<file path="src/rtl/seq_detector_param_if.sv">
// Serial-input and result bundle of the parametrised sequence detector.
interface seq_detector_param_if #(
  parameter int MAX_LEN = 8,
  parameter int LEN_W   = 4,
  parameter int CNT_W   = 8
);
  logic               load;
  logic [MAX_LEN-1:0] pattern_in;
  logic [LEN_W-1:0]   len_in;
  logic               overlap_in;
  logic               valid;
  logic               x;
  logic               y;
  logic [CNT_W-1:0]   match_count;

  modport master (
    output load, pattern_in, len_in, overlap_in, valid, x,
    input  y, match_count
  );

  modport slave (
    input  load, pattern_in, len_in, overlap_in, valid, x,
    output y, match_count
  );
endinterface

</file>
<file path="src/rtl/seq_detector_param.sv">
// Programmable 1..MAX_LEN-bit serial pattern detector with registered Moore flag.
// Define SEQDET_COUNT_EN to build the saturating match counter; otherwise match_count reads 0.
module seq_detector_param #(
  parameter int MAX_LEN = 8,
  parameter int LEN_W   = 4,
  parameter int CNT_W   = 8
) (
  input logic                clk,
  input logic                reset,
  seq_detector_param_if.slave bus
);

  localparam logic [LEN_W-1:0] MAX_LEN_C = LEN_W'(MAX_LEN);

  logic [MAX_LEN-1:0] pat_q, pat_d;
  logic [MAX_LEN-1:0] hist_q, hist_d;
  logic [MAX_LEN-1:0] hist_n_s;
  logic [MAX_LEN-1:0] mask_s;
  logic [LEN_W-1:0]   len_q, len_d;
  logic [LEN_W-1:0]   fill_q, fill_d;
  logic [LEN_W-1:0]   fill_n_s;
  logic               ovl_q, ovl_d;
  logic               y_q, y_d;
  logic               accept_s;
  logic               match_s;

  // Match evaluation on the bit currently presented
  always_comb begin
    accept_s = bus.valid & ~bus.load;
    hist_n_s = {hist_q[MAX_LEN-2:0], bus.x};
    if (fill_q >= MAX_LEN_C) begin
      fill_n_s = MAX_LEN_C;
    end else begin
      fill_n_s = fill_q + LEN_W'(1);
    end
    mask_s = '0;
    for (int i = 0; i < MAX_LEN; i++) begin
      mask_s[i] = (LEN_W'(i) < len_q);
    end
    match_s = (len_q != '0) && (fill_n_s >= len_q) &&
              (((hist_n_s ^ pat_q) & mask_s) == '0);
  end

  // Next-state for configuration and detector state; load outranks an accepted bit
  always_comb begin
    pat_d  = pat_q;
    len_d  = len_q;
    ovl_d  = ovl_q;
    hist_d = hist_q;
    fill_d = fill_q;
    y_d    = y_q;
    if (bus.load) begin
      pat_d  = bus.pattern_in;
      len_d  = (bus.len_in > MAX_LEN_C) ? MAX_LEN_C : bus.len_in;
      ovl_d  = bus.overlap_in;
      hist_d = '0;
      fill_d = '0;
      y_d    = 1'b0;
    end else if (accept_s) begin
      hist_d = hist_n_s;
      y_d    = match_s;
      // Non-overlapping detection restarts the fill so the next match needs len fresh bits
      if (match_s && !ovl_q) begin
        fill_d = '0;
      end else begin
        fill_d = fill_n_s;
      end
    end else begin
      y_d = y_q;
    end
  end

  // State registers
  always_ff @(posedge clk) begin
    if (reset) begin
      pat_q  <= '0;
      len_q  <= MAX_LEN_C;
      ovl_q  <= 1'b0;
      hist_q <= '0;
      fill_q <= '0;
      y_q    <= 1'b0;
    end else begin
      pat_q  <= pat_d;
      len_q  <= len_d;
      ovl_q  <= ovl_d;
      hist_q <= hist_d;
      fill_q <= fill_d;
      y_q    <= y_d;
    end
  end

  assign bus.y = y_q;

`ifdef SEQDET_COUNT_EN
  logic [CNT_W-1:0] cnt_q, cnt_d;

  // Saturating match counter
  always_comb begin
    cnt_d = cnt_q;
    if (bus.load) begin
      cnt_d = '0;
    end else if (accept_s && match_s && (cnt_q != {CNT_W{1'b1}})) begin
      cnt_d = cnt_q + CNT_W'(1);
    end else begin
      cnt_d = cnt_q;
    end
  end

  // Counter register
  always_ff @(posedge clk) begin
    if (reset) begin
      cnt_q <= '0;
    end else begin
      cnt_q <= cnt_d;
    end
  end

  assign bus.match_count = cnt_q;
`else
  assign bus.match_count = '0;
`endif

endmodule

</file>
<file path="src/flat_wrapper.sv">
// flat-port wrapper written by rule: the top's interface ports become plain ports
module seq_detector_param_flat 
#(
  parameter int MAX_LEN = 8,
  parameter int LEN_W   = 4,
  parameter int CNT_W   = 8
)
  (clk, reset, bus_load, bus_pattern_in, bus_len_in, bus_overlap_in, bus_valid, bus_x, bus_y, bus_match_count);
  seq_detector_param_if #(.MAX_LEN(MAX_LEN), .LEN_W(LEN_W), .CNT_W(CNT_W)) bus_i ();
  input logic clk;
  input logic reset;
  input wire logic [$bits(bus_i.load)-1:0] bus_load;
  input wire logic [$bits(bus_i.pattern_in)-1:0] bus_pattern_in;
  input wire logic [$bits(bus_i.len_in)-1:0] bus_len_in;
  input wire logic [$bits(bus_i.overlap_in)-1:0] bus_overlap_in;
  input wire logic [$bits(bus_i.valid)-1:0] bus_valid;
  input wire logic [$bits(bus_i.x)-1:0] bus_x;
  output wire logic [$bits(bus_i.y)-1:0] bus_y;
  output wire logic [$bits(bus_i.match_count)-1:0] bus_match_count;
  assign bus_i.load = bus_load;
  assign bus_i.pattern_in = bus_pattern_in;
  assign bus_i.len_in = bus_len_in;
  assign bus_i.overlap_in = bus_overlap_in;
  assign bus_i.valid = bus_valid;
  assign bus_i.x = bus_x;
  assign bus_y = bus_i.y;
  assign bus_match_count = bus_i.match_count;
  seq_detector_param #(.MAX_LEN(MAX_LEN), .LEN_W(LEN_W), .CNT_W(CNT_W)) u_core (.clk(clk), .reset(reset), .bus(bus_i));
endmodule
</file>
<file path="config.mk">
export PLATFORM = sky130hd
export DESIGN_NAME = seq_detector_param_flat
export DESIGN_NICKNAME = d
export VERILOG_FILES = /design/src/rtl/seq_detector_param_if.sv /design/src/rtl/seq_detector_param.sv /design/src/flat_wrapper.sv
export SDC_FILE = /design/constraint.sdc
export NUM_CORES = 1
export LEC_CHECK = 0
export CELL_PAD_IN_SITES_DETAIL_PLACEMENT = 2
export CELL_PAD_IN_SITES_GLOBAL_PLACEMENT = 2
export CORE_ASPECT_RATIO = 0.7
export CORE_MARGIN = 3
export CORE_UTILIZATION = 33
export DETAILED_ROUTE_END_ITERATION = 10
export GPL_TIMING_DRIVEN = 1
export MAX_ROUTING_LAYER = met4
export PLACE_DENSITY = 0.95
export SYNTH_ARGS = -nofsm -noshare
export SYNTH_HDL_FRONTEND = slang
export SYNTH_SLANG_ARGS = --single-unit
</file>
<file path="constraint.sdc">
create_clock -name clk -period 5.25 [get_ports clk]
set_clock_uncertainty 0.05 [all_clocks]
set_input_delay 0.525 -clock clk [delete_from_list [all_inputs] [get_ports clk]]
set_output_delay 0.525 -clock clk [all_outputs]
set_load 0.1 [all_outputs]
</file>
[Yosys cells after proc, flatten, opt, wreduce, memory -nomap -nowiden]
Cells that the tools add are included.
Storage, ports and cells
  register bits: 25
  latch bits: 0
  memory bits (writable): 0
  ROM bits: 0
  input bits: 18
  output and inout bits: 9
  logic and storage cells: 32
  memories kept: 0
Cells by class
  $add $sub $neg: 1
  $mul: 0
  divide/modulo/power cells: 0
  order comparisons: 11
  eq/ne operators: 0
  shifts and indexed selects: 0
  multiplexer cells: 3
  bitwise operators: 4
  reduce and logical (&&, ||, !) cells: 7
Operators with widths (count)
  $lt 3x4->1 const A: 4
  $mux 4: 3
  $and 8x8->8: 1
  $logic_not 8->1: 1
  $lt 1x4->1 const A: 2
  $lt 2x4->1 const A: 2
  $xor 8x8->8: 1
  $add 4x1->4 const B: 1
  $ge 4x4->1: 1
  $ge 4x4->1 const B: 1
  $gt 4x4->1 const B: 1
  $reduce_bool 4->1: 1
  $logic_and 1x1->1: 3
  $reduce_or 2->1: 1
  $and 1x1->1: 1
  $logic_not 1->1: 1
  $not 1->1: 1

[Logic depth before layout (Yosys ltp)]
  depth after elaboration: 7
  gate-level depth with buffers: 8
  depth with buffers taken out: 8

[Worst setup path before layout]
Ideal clock, no wire load.
  path type: register to register
  from: register u_core.fill_q[0]
  to: register u_core.y_q (netlist: u_core.bus.y)
  library setup time: 0.103 ns
  data arrival time: 1.744 ns
  data required time: 5.097 ns
  path slack: 3.353 ns
  cell stages (with the launch flop): 9
  buffers on the path: 0
  period minus slack after synthesis: 1.897 ns
  cell sequence: dfxtp_1 inv_1 ha_1 nor2b_1 ha_1 o21ai_0 a21oi_1 o211ai_2 a2111oi_2
On the way
  word-level cells in the longest chain between the ends: 5
  elaborated cells on any way between the ends: 6
  those cells by class: add/sub (1); order compare (2); mux (1); reduce/logical (2)
Ends and longest elaborated chain
  start: declaration: line seq_detector_param.sv:20  | logic [LEN_W-1:0] fill_q, fill_d;
  start signal: assignment: line seq_detector_param.sv:87  | fill_q <= fill_d;
  $add 4x1->4 or $ge 4x4->1 (tied branches): line seq_detector_param.sv:34, seq_detector_param.sv:31
  $mux 4 (*): line seq_detector_param.sv:31  | if (fill_q >= MAX_LEN_C) begin
  $ge 4x4->1 (*): line seq_detector_param.sv:40  | match_s = (len_q != '0) && (fill_n_s >= len_q) &&
  $logic_and 1x1->1 (*) (2 in series): line seq_detector_param.sv:40
  end signal: assignment: line seq_detector_param.sv:88  | y_q <= y_d;
  end: declaration: line seq_detector_param.sv:23  | logic y_q, y_d;
Mark *: on every way between the ends. The rest lies on a longest branch, timed or not.
A chain may end at the register's enable or synchronous reset.

[Worst setup path after layout]
  from: register u_core.y_q (netlist: u_core.bus.y)
  to: output port bus_y
RTL lines
  end: declaration: line flat_wrapper.sv:18  | output wire logic [$bits(bus_i.y)-1:0] bus_y;
No word-level cell between the ends.

==> summary.txt <==
cell depth of the worst flop-to-flop path -> 8
Initial Util -> 35.4%
worst-path cell with the longest stage delay -> clkdlybuf4s50_1
# IOs -> 27
Top delay family on crit path -> buffers and inverters
ANT cells -> 0
routed wire length -> 3270 µm
Sink Count -> 25
Pleak -> 0.646 nW
critical path, cell by cell -> clkdlybuf4s50_1
largest net degree at the start of global routing -> 16
Tmin final -> 2.32 ns
Synth cell types -> 32
Hold-fix buffers, CTS -> 0
Synth area leaders -> dfxtp_1 (39%), mux2i_1 (15%), nor2_1 (7.3%), ha_1 (5.8%), buf_4 (4.7%)
GP Congestion -> 0.774
CP Launch Type -> flop
R2R Path Start -> u_core.fill_q[0]$_SDFFE_PP0P_
Via Count -> 967
Largest stage delay, worst path -> 1.13 ns
Final Core Density -> 42.0%
Wirelength per Cell -> 16.2 µm
IO buf count -> 18
dpl ws -> 2.83 ns
mapped cell area -> 1290 µm²
HP Class -> flop to flop
largest family of logic cells by synthesized area -> multiplexers
Pwr per Cell Area -> 260 nW/µm²
Synth top area share -> 38.8%
1st-pass router iterations -> 2
setup_tns -> 0 ns
vias in the first global route -> 1089
unrepaired setup endpoints after global routing -> no
fraction of synthesized cell area in xor and xnor cells -> 6.10%
hold path start -> u_core.ovl_q$_SDFFE_PP0P_
Slew headroom -> 35.8%
DP Cell Count -> 198
Num CTS Buffers -> 3
Via density -> 4.79
Worst VDD drop -> 0.139 mV
Hold Path Cell Cnt -> 2
layout cell share with drive strength beyond 1 -> 7.89%
Area Growth Syn to Fin -> 18.6%
first-pass GRT wire length -> 5430 µm
Critical Path RT -> 4.68 ns
CP Depth -> 1
initial antenna violation count -> 0
Post-CTS Resized -> 0
H-tree levels -> 1
crit path kind -> flop to output port
worst-case clock buffer depth -> 2
area fraction in compound gates after synthesis -> 11.7%
Overflow after GRT -> 0
Worst Path Buf+Inv -> 1
crit share post-route -> 44.1%
Die Span Y -> 58.3 µm
worst-margin pin slew -> 0.959 ns
Worst-path clk slew -> 0.08 ns
Worst-Skew Late Latency -> 0.26 ns
DP Wirelength -> 2630 µm
post-detailed-route count of antenna-violating nets -> 0
FF-to-FF End -> u_core.bus.y$_SDFFE_PP0P_
post-synth top area cell -> dfxtp_1
total track usage -> 15.7%
Post-CTS Setup Bufs -> 0
Achievable Freq -> 0.432 GHz
Final Slew Violations -> 0
worst reg-to-reg setup slack -> 3.04 ns
endpoint class of the critical path -> output port
adder-cell share of the synthesized area -> 5.81%
# setup viols final -> 0
post-synthesis mux area share -> 14.7%
synth warn -> 0
Synth Register Bits -> 25
sequential area share after synthesis -> 38.8%
Initial DRC Count -> 13
root buffer cell -> clkbuf_8
max-cap violation count -> 0
Min-Delay Endpoint -> u_core.ovl_q$_SDFFE_PP0P_
post-synthesis instance total -> 135
die width -> 80.8 µm
core area -> 3650 µm²
nets -> 177
die area -> 4710 µm²
syn avg cell area -> 9.56 µm²
row count -> 18
Synth Area in Simple Gates -> 14.7%
final hold vios -> 0
post-detailed-route DRC marker count -> 0
Final WS setup -> 2.93 ns
CTS tree -> done
outcome -> completed
CP max FO -> 2
Worst EP arrival -> 1.74 ns
Finished Layout Cells -> 202
[worst max-delay path by stage]
stage / startpoint / to / slack, ns
2_1_floorplan: u_core.fill_q[0]$_SDFFE_PP0P_ / u_core.bus.y$_SDFFE_PP0P_ / 3.35
3_3_place_gp: bus_load / u_core.len_q[2]$_SDFFE_PP0P_ / 2.91
3_5_place_dp: bus_load / u_core.fill_q[3]$_SDFFE_PP0P_ / 2.83
4_1_cts: u_core.bus.y$_SDFFE_PP0P_ / bus_y / 2.91
5_1_grt: u_core.fill_q[0]$_SDFFE_PP0P_ / u_core.bus.y$_SDFFE_PP0P_ / 2.88
6_report: u_core.bus.y$_SDFFE_PP0P_ / bus_y / 2.93
[flip-flops by register name, indices dropped and copies added (netlist names)]
register       count
u_core.bus.y       1
u_core.fill_q      4
u_core.hist_q      7
u_core.len_q       4
u_core.ovl_q       1
u_core.pat_q       8
[metal layers]
metal | part of all wire, % | up-vias | GRT usage, %
met4 | 1.2 | 0 | 2.41
met1 | 45 | 465 | 17.8
met5 | 0 | - | -
li1 | - | 485 | -
met3 | 2.2 | 4 | 3.98
met2 | 51 | 13 | 28.8
[placed cells by master (no fill, tap or decap)]
| cell type | instances |
|---|---|
| nor2_1 | 25 |
| a31oi_1 | 1 |
| nor3b_1 | 2 |
| nor2b_1 | 1 |
| dfxtp_1 | 25 |
| inv_1 | 7 |
| nor4_4 | 1 |
| mux2i_1 | 19 |
| o41ai_1 | 1 |
| or4_1 | 1 |
| xnor2_1 | 6 |
| a31o_2 | 1 |
| a21oi_1 | 3 |
| conb_1 | 8 |
| a22oi_1 | 3 |
| or2_2 | 2 |
| o2111a_1 | 1 |
| o21ai_0 | 3 |
| o21bai_1 | 1 |
| xor2_1 | 3 |
| a21o_1 | 1 |
| a2111oi_2 | 1 |
| clkbuf_8 | 3 |
| o22ai_1 | 1 |
| o221ai_2 | 1 |
| clkdlybuf4s50_1 | 18 |
| nor3_1 | 3 |
| o211ai_2 | 1 |
| ha_1 | 6 |
| nor4b_2 | 1 |
| nand2_1 | 1 |
| clkinv_2 | 1 |
[stage by stage]
| stage | hold WS, ns | instance area (µm²) | power (W) |
|---|---|---|---|
| final | 0.470 | 1530 | 0.000397 |
| after global routing | 0.536 | 1530 | 0.000418 |
| after CTS | 0.472 | 1530 | 0.000404 |
| after detailed placement | 0.451 | 1490 | 0.000290 |
| after global placement | 0.446 | 1490 | 0.000285 |
| after floorplan | 0.412 | 1320 | 0.000269 |
[logic make-up after synthesis]
kind of cell    Yosys count
compound gates           19
xor+xnor                  9
fa+ha+maj                 6
buf+inv                  19
flops                    25
mux                      19
other cells               1
simple gates             37
[power by group]
| part | switching, W | total (W) | internal (W) | leakage [nW] |
|---|---|---|---|---|
| Combinational | 0.0000533 | 0.0000825 | 0.0000292 | 0.416 |
| Clock | 0.0000592 | 0.000112 | 0.0000530 | 0.0255 |
| Sequential | 0.00000675 | 0.000203 | 0.000196 | 0.204 |
| Total | 0.000119 | 0.000397 | 0.000278 | 0.646 |
[cell type report]
| type | count | area (µm²) |
|---|---|---|
| sequential | 25 | 500 |
| tap | 50 | 62.6 |
| fill | 404 | 2120 |
| clock inverter | 1 | 5.00 |
| timing repair buffer | 18 | 180 |
| clock buffer | 3 | 41.3 |
| inverter | 7 | 26.3 |
| multi-input combinational | 98 | 716 |
[cells in the mapped netlist, drive strengths merged]
| master | count |
|---|---|
| dfxtp | 25 |
| nor2 | 25 |
| mux2i | 19 |
| buf | 10 |
| inv | 7 |
| ha | 6 |
| xnor2 | 6 |
| a21oi | 3 |
| a22oi | 3 |
| nor3 | 3 |
| o21ai | 3 |
| xor2 | 3 |
| clkbuf | 2 |
| nor3b | 2 |
| or2 | 2 |
| a2111oi | 1 |
| a21o | 1 |
| a31o | 1 |
| a31oi | 1 |
| conb | 1 |
| nand2 | 1 |
| nor2b | 1 |
| nor4 | 1 |
| nor4b | 1 |
| o2111a | 1 |
| o211ai | 1 |
| o21bai | 1 |
| o221ai | 1 |
| o22ai | 1 |
| o41ai | 1 |
| or4 | 1 |
Note: power is estimated with default switching activity, not from simulation.
